--- src/rtl/alu_op_sequencer.sv ---
// Operand loader and result stage for the 4-bit ALU.
// Collects A, B and the function select as three input nibbles, runs one execute cycle, then holds the result until it is taken.
module alu_op_sequencer #(
    parameter int WIDTH = 4,
    parameter int CNTW  = 8
) (
    input  logic             clk,
    input  logic             rst_n,
    input  logic [WIDTH-1:0] in_data,
    input  logic             in_valid,
    output logic             in_ready,
    output logic [WIDTH-1:0] a,
    output logic [WIDTH-1:0] b,
    output logic [3:0]       sel,
    input  logic [WIDTH-1:0] y,
    input  logic             cy,
    output logic [WIDTH-1:0] res,
    output logic             res_c,
    output logic             res_z,
    output logic             res_valid,
    input  logic             res_ready,
    output logic             busy,
    output logic [CNTW-1:0]  cnt
);

    typedef enum logic [2:0] {
        LD_A  = 3'd0,
        LD_B  = 3'd1,
        LD_OP = 3'd2,
        EXEC  = 3'd3,
        HOLD  = 3'd4
    } state_e;

    state_e           state_q;
    logic [WIDTH-1:0] a_q, b_q, res_q;
    logic [3:0]       sel_q;
    logic             res_c_q, res_z_q, res_valid_q;
    logic [CNTW-1:0]  cnt_q;

    // The handshake outputs are decoded from the state alone, so they never depend on in_valid.
    assign in_ready = (state_q == LD_A) || (state_q == LD_B) || (state_q == LD_OP);
    assign busy     = (state_q != LD_A);

    // NOTE: every register is cleared by the asynchronous reset, so a pending result is discarded and cnt does not advance.
    always_ff @(posedge clk or negedge rst_n) begin
        if (!rst_n) begin
            state_q     <= LD_A;
            a_q         <= '0;
            b_q         <= '0;
            sel_q       <= '0;
            res_q       <= '0;
            res_c_q     <= 1'b0;
            res_z_q     <= 1'b0;
            res_valid_q <= 1'b0;
            cnt_q       <= '0;
        end else begin
            case (state_q)
                LD_A: if (in_valid) begin
                    a_q     <= in_data;
                    state_q <= LD_B;
                end
                LD_B: if (in_valid) begin
                    b_q     <= in_data;
                    state_q <= LD_OP;
                end
                LD_OP: if (in_valid) begin
                    sel_q   <= in_data[3:0];
                    state_q <= EXEC;
                end
                EXEC: begin
                    res_q       <= y;
                    res_c_q     <= cy;
                    res_z_q     <= (y == '0);
                    res_valid_q <= 1'b1;
                    state_q     <= HOLD;
                end
                HOLD: if (res_ready) begin
                    res_valid_q <= 1'b0;
                    cnt_q       <= cnt_q + 1'b1;
                    state_q     <= LD_A;
                end
                default: state_q <= LD_A;
            endcase
        end
    end

    assign a         = a_q;
    assign b         = b_q;
    assign sel       = sel_q;
    assign res       = res_q;
    assign res_c     = res_c_q;
    assign res_z     = res_z_q;
    assign res_valid = res_valid_q;
    assign cnt       = cnt_q;

endmodule

--- config.mk ---
export PLATFORM = sky130hd
export DESIGN_NAME = alu_op_sequencer
export DESIGN_NICKNAME = d
export VERILOG_FILES = /design/src/rtl/alu_op_sequencer.sv
export SDC_FILE = /design/constraint.sdc
export NUM_CORES = 1
export LEC_CHECK = 0
export ABC_AREA = 0
export ABC_CLOCK_PERIOD_IN_PS = 2200
export CORE_MARGIN = 2
export CORE_UTILIZATION = 40
export CTS_CLUSTER_DIAMETER = 150
export CTS_CLUSTER_SIZE = 40
export DETAILED_ROUTE_END_ITERATION = 10
export GPL_TIMING_DRIVEN = 0
export HOLD_SLACK_MARGIN = 0.12
export MAX_ROUTING_LAYER = met4
export PLACE_DENSITY_LB_ADDON = 0.1
export SLEW_MARGIN = 20
export SYNTH_ARGS = -nofsm -noshare
export SYNTH_HDL_FRONTEND = slang
export SYNTH_SLANG_ARGS = --single-unit
--- constraint.sdc ---
create_clock -name clk -period 2.2 [get_ports clk]
set_clock_uncertainty 0.2 [all_clocks]
set_input_delay 0.44 -clock clk [delete_from_list [all_inputs] [get_ports clk]]
set_output_delay 0.44 -clock clk [all_outputs]
set_load 0.02 [all_outputs]
## Word-level counts from Yosys, hierarchy flattened

Index checks and enable logic that the tools add are counted.
Widths: inputs -> output; s select.

| cells by class | value |
|---|---|
| add/subtract/negate cells | 1 |
| reduce and logical (&&, ||, !) cells | 12 |
| mux-type cells | 7 |
| eq/ne operators | 8 |

Operators with widths:

| operator | count |
|---|---|
| $pmux 3 s5 | 1 |
| $mux 3 | 4 |
| $reduce_and 2->1 | 5 |
| $add 8x1->8 const B | 1 |
| $ne 2x2->1 const B | 4 |
| $eq 3x2->1 const B | 2 |
| $logic_not 4->1 | 1 |
| $reduce_and 4->1 | 1 |
| $eq 3x1->1 const B | 1 |
| $eq 3x3->1 const B | 1 |
| $logic_not 3->1 | 1 |
| $reduce_bool 3->1 | 1 |
| $logic_or 1x1->1 | 2 |
| $pmux 1 s2 | 1 |
| $reduce_bool 2->1 | 1 |
| $mux 1 | 1 |

| word-level totals | value |
|---|---|
| input bits | 13 |
| bits in registers | 30 |

## Longest topological paths before layout

| logic depth | value |
|---|---|
| depth in word-level cells | 3 |
| mapped depth | 5 |
| mapped depth without buffers | 3 |

## Least setup slack after synthesis

Ideal clock, no wire load.

| path | value |
|---|---|
| path type | register to output |
| start point | register state_q[1] |
| end point | output busy |
| arrival | 1.090 ns |
| path buffers | 1 |
| setup slack | 0.470 ns |
| cell stages (with the launch flop) | 3 |
| cells stage by stage | dfrtp_1 > buf_4 > or3_2 |

| on the way | value |
|---|---|
| cells in the longest elaborated chain, start to end | 1 |

RTL lines:

| item | line | text |
|---|---|---|
| start, declared | 34 | `state_e state_q;` |
| start signal, assigned | 47 | `state_q <= LD_A;` |
| start signal, assigned | 60 | `state_q <= LD_B;` |
| start signal, assigned | 64 | `state_q <= LD_OP;` |
| $reduce_bool 3->1 | 42 | `assign busy = (state_q != LD_A);` |
| end, declared | 22 | `output logic busy,` |

Every way passes these cells.

## Final worst setup path

| path | value |
|---|---|
| start point | register state_q[2] |
| end point | output busy |

Same word-level chain as after synthesis.

==> impl_metrics.tcl <==
set metrics [dict create \
    cp_max_fo 8 \
    die_width_um 61.4 \
    slew_viol_final 0 \
    multi_input_area_um2 524 \
    start_kind "flip-flop" \
    synth_area_leader_cell "dfrtp_1" \
    cp_num_cells 3 \
    switchingPower_w 0.000970 \
    clk_latency_ps 330 \
    fillers 282 \
    antenna_found_initial 0 \
    coreArea_um2 3100 \
    post-route-min-period_ps 2150 \
    worstHoldPathType "flip-flop to flip-flop" \
    viasPerCell 4.80 \
    grt_max_degree 31 \
    die_area_um2 3770 \
    ys_ff_latch 30 \
    synth_edf_count 0 \
    combPwrFrac_pct 53.1 \
    syn_area_per_cell_um2 14.5 \
    ys.flop_type "dfrtp_1" \
    start_util_pct 42.5 \
    slew-limit-headroom_pct 56.6 \
    portBuffers 41 \
    layout_setup_ws_ps 54.0 \
    post-synth-top-count-cell "dfrtp_1" \
    internal_power_w 0.00170 \
    fmax_mhz 466 \
    drt_iter0_drc 15 \
    grt_pass1_wl_um 3970 \
    critical_path_buf_inv_count 2 \
    regArea_um2 751 \
    nets 158 \
    place_area_um2 1780 \
    synth_top_area_share_pct 56.9 \
    hold_viol 0 \
    worst-r2r-cell-count 4 \
    cts_buffers 5 \
    netlist_top_cells_area "dfrtp_1 (57%), mux2_2 (16%), xnor2_1 (4.0%)" \
    swShare_pct 36.4 \
    crit_type "flip-flop to output port" \
    cts_max_level 2 \
    synth_common_cells "dfrtp_1 (30), mux2_2 (19), xnor2_1 (6), a21oi_1 (4), nand2_1 (4)" \
    worst_slew_pin_slew_ps 651 \
    rsz0062_at_grt "false" \
    root_buffer "clkbuf_4" \
    grt_use_total_pct 15.5 \
    arrival_ps 1510 \
    die_h_um 61.4 \
    gr-total-overflow 0 \
    synthArstFlopShare_pct 100 \
    setup_violations 0 \
    drc 0 \
    cap_violations 0 \
    syn_inst 91 \
    num_io_pins 42 \
    num_vias 907 \
    power_frac_seq_pct 34.1 \
    yosysWarnings 0 \
    diodes 0 \
    clock_sinks 30 \
    fin_area_um2 1880 \
    cp_data_required_time_ps 1560 \
    powerDensity_nw_per_um2 1420 \
    drt-pass1-iter-count 4 \
    pre_cts_ws_ps -43.5 \
    synth_nets 105 \
    crit_path_end_kind "output port" \
    critPathMaxStageDelay_ps 490 \
    layout-drive-gt1-share_pct 30.3 \
    routed_wl_um 2480 \
    ant_nets 0 \
    grt_pass1_vias 841 \
    p_leak_nw 0.787 \
    clockPowerShare_pct 12.7 \
    cts_tree "yes" \
    clk_path_buf_depth 2 \
    yosysSeqAreaShare_pct 56.9 \
    post-route-period-util_pct 97.5 \
    wl_per_cell_um 13.1 \
    area_growth_syn_to_layout_pct 42.9 \
    hold_depth 1 \
    dp.cells 176 \
    cts.reportedPaths.clkPinSlew_ps 90 \
    irDropWorstVdd_mv 0.744 \
    gp_congestion 0.748 \
    yosys.cell_types.count 26 \
    finalNonFillerCells 189 \
    critPathTopFamily "simple AND/OR/NAND/NOR gates" \
    rows 20 \
    cpMaxStageDelayCell "or3_2" \
    hpwl_um 1760 \
    path_cells "buf_8 > or3_2 > buf_6" \
    status "finished, final reports clean" \
    syn_area_um2 1320 \
]
## flip-flops by register name (all words and copies together), names as in the netlist
| name | cells |
|---|---|
| a | 4 |
| b | 4 |
| cnt | 8 |
| res | 4 |
| res_c | 1 |
| res_valid | 1 |
| res_z | 1 |
| sel | 4 |
| state_q | 3 |
## metal layers
layer,track usage (%),up-vias,part of all wire (%)
met5,-,-,0
met4,6.38,0,1.7
met3,6.72,5,7.0
met2,23.4,31,46
met1,18.2,442,45
li1,-,429,-
## power groups by stage
| stage | clock (W) | combinational (W) | sequential (W) |
|---|---|---|---|
| after floorplan | 0 | 0.000548 | 0.00116 |
| final | 0.000340 | 0.00142 | 0.000910 |
| after global routing | 0.000374 | 0.00151 | 0.000947 |
| after global placement | 0 | 0.00135 | 0.000912 |
| after CTS | 0.000350 | 0.00137 | 0.000917 |
| after detailed placement | 0 | 0.00138 | 0.000927 |
## what timing repair did
action                                  CTS  global route
hold buffers                              1             0
endpoints found under the hold margin    30             0
buffers inserted                          0             4
endpoints found under the setup margin    2             1
resized for setup                         6             3
## cell usage in the layout, fill, tap and decap left out, types with 2 or more instances in the layout
cell type | synthesis | routed
clkdlybuf4s50_1 | 0 | 38
dfrtp_1 | 30 | 30
mux2_2 | 19 | 19
xnor2_1 | 6 | 6
clkbuf_4 | 0 | 5
buf_6 | 2 | 4
a21oi_1 | 4 | 4
nand2_1 | 4 | 4
buf_4 | 1 | 4
nand3_1 | 3 | 3
nor3_4 | 2 | 2
o21ai_0 | 2 | 2
nor2_1 | 2 | 2
nand4_1 | 2 | 2
## final cells by class
| cell class | count | share of cell area, % |
|---|---|---|
| buffer | 4 | 2.59 |
| clock buffer | 7 | 2.92 |
| clock inverter | 1 | 0.266 |
| multi-input combinational | 57 | 27.8 |
| sequential | 30 | 39.8 |
| tap | 44 | 2.92 |
| timing repair buffer | 46 | 23.6 |
## worst paths after layout
check | start | end | slack, ps
min in group asynchronous | rst_n | b[1] | 480
max in group asynchronous | rst_n | res_z | 900
min | cnt[7] | cnt[7] | 270
min reg2reg | cnt[7] | cnt[7] | 270
max reg2reg | state_q[0] | sel[0] | 510
max | state_q[2] | busy | 50
## through the flow
step                      hold WS [ps]  utilization [%]  total power (W)  TNS [ps]
after floorplan                  -55.6                -          0.00171         0
after global placement             261             57.5          0.00226     -1150
after detailed placement           262             57.3          0.00231     -43.5
after CTS                          279             59.5          0.00264     -9.56
after global routing               289             60.7          0.00283         0
final                              273             60.7          0.00267         0
## cell families (layout without fill, tap and decap cells)
| kind of cell | after synthesis | after routing | share of synthesized area, % |
|---|---|---|---|
| AO/OA/AOI/OAI | 7 | 7 | 3.04 |
| flip-flops | 30 | 30 | 56.9 |
| buffers and inverters | 4 | 58 | 3.32 |
| XOR/XNOR | 7 | 7 | 4.65 |
| adder cells (fa/ha/maj) | 1 | 1 | 0.949 |
| AND/OR/NAND/NOR | 23 | 23 | 14.9 |
| multiplexers | 19 | 19 | 16.2 |
Power figures use the tool's default switching activity.
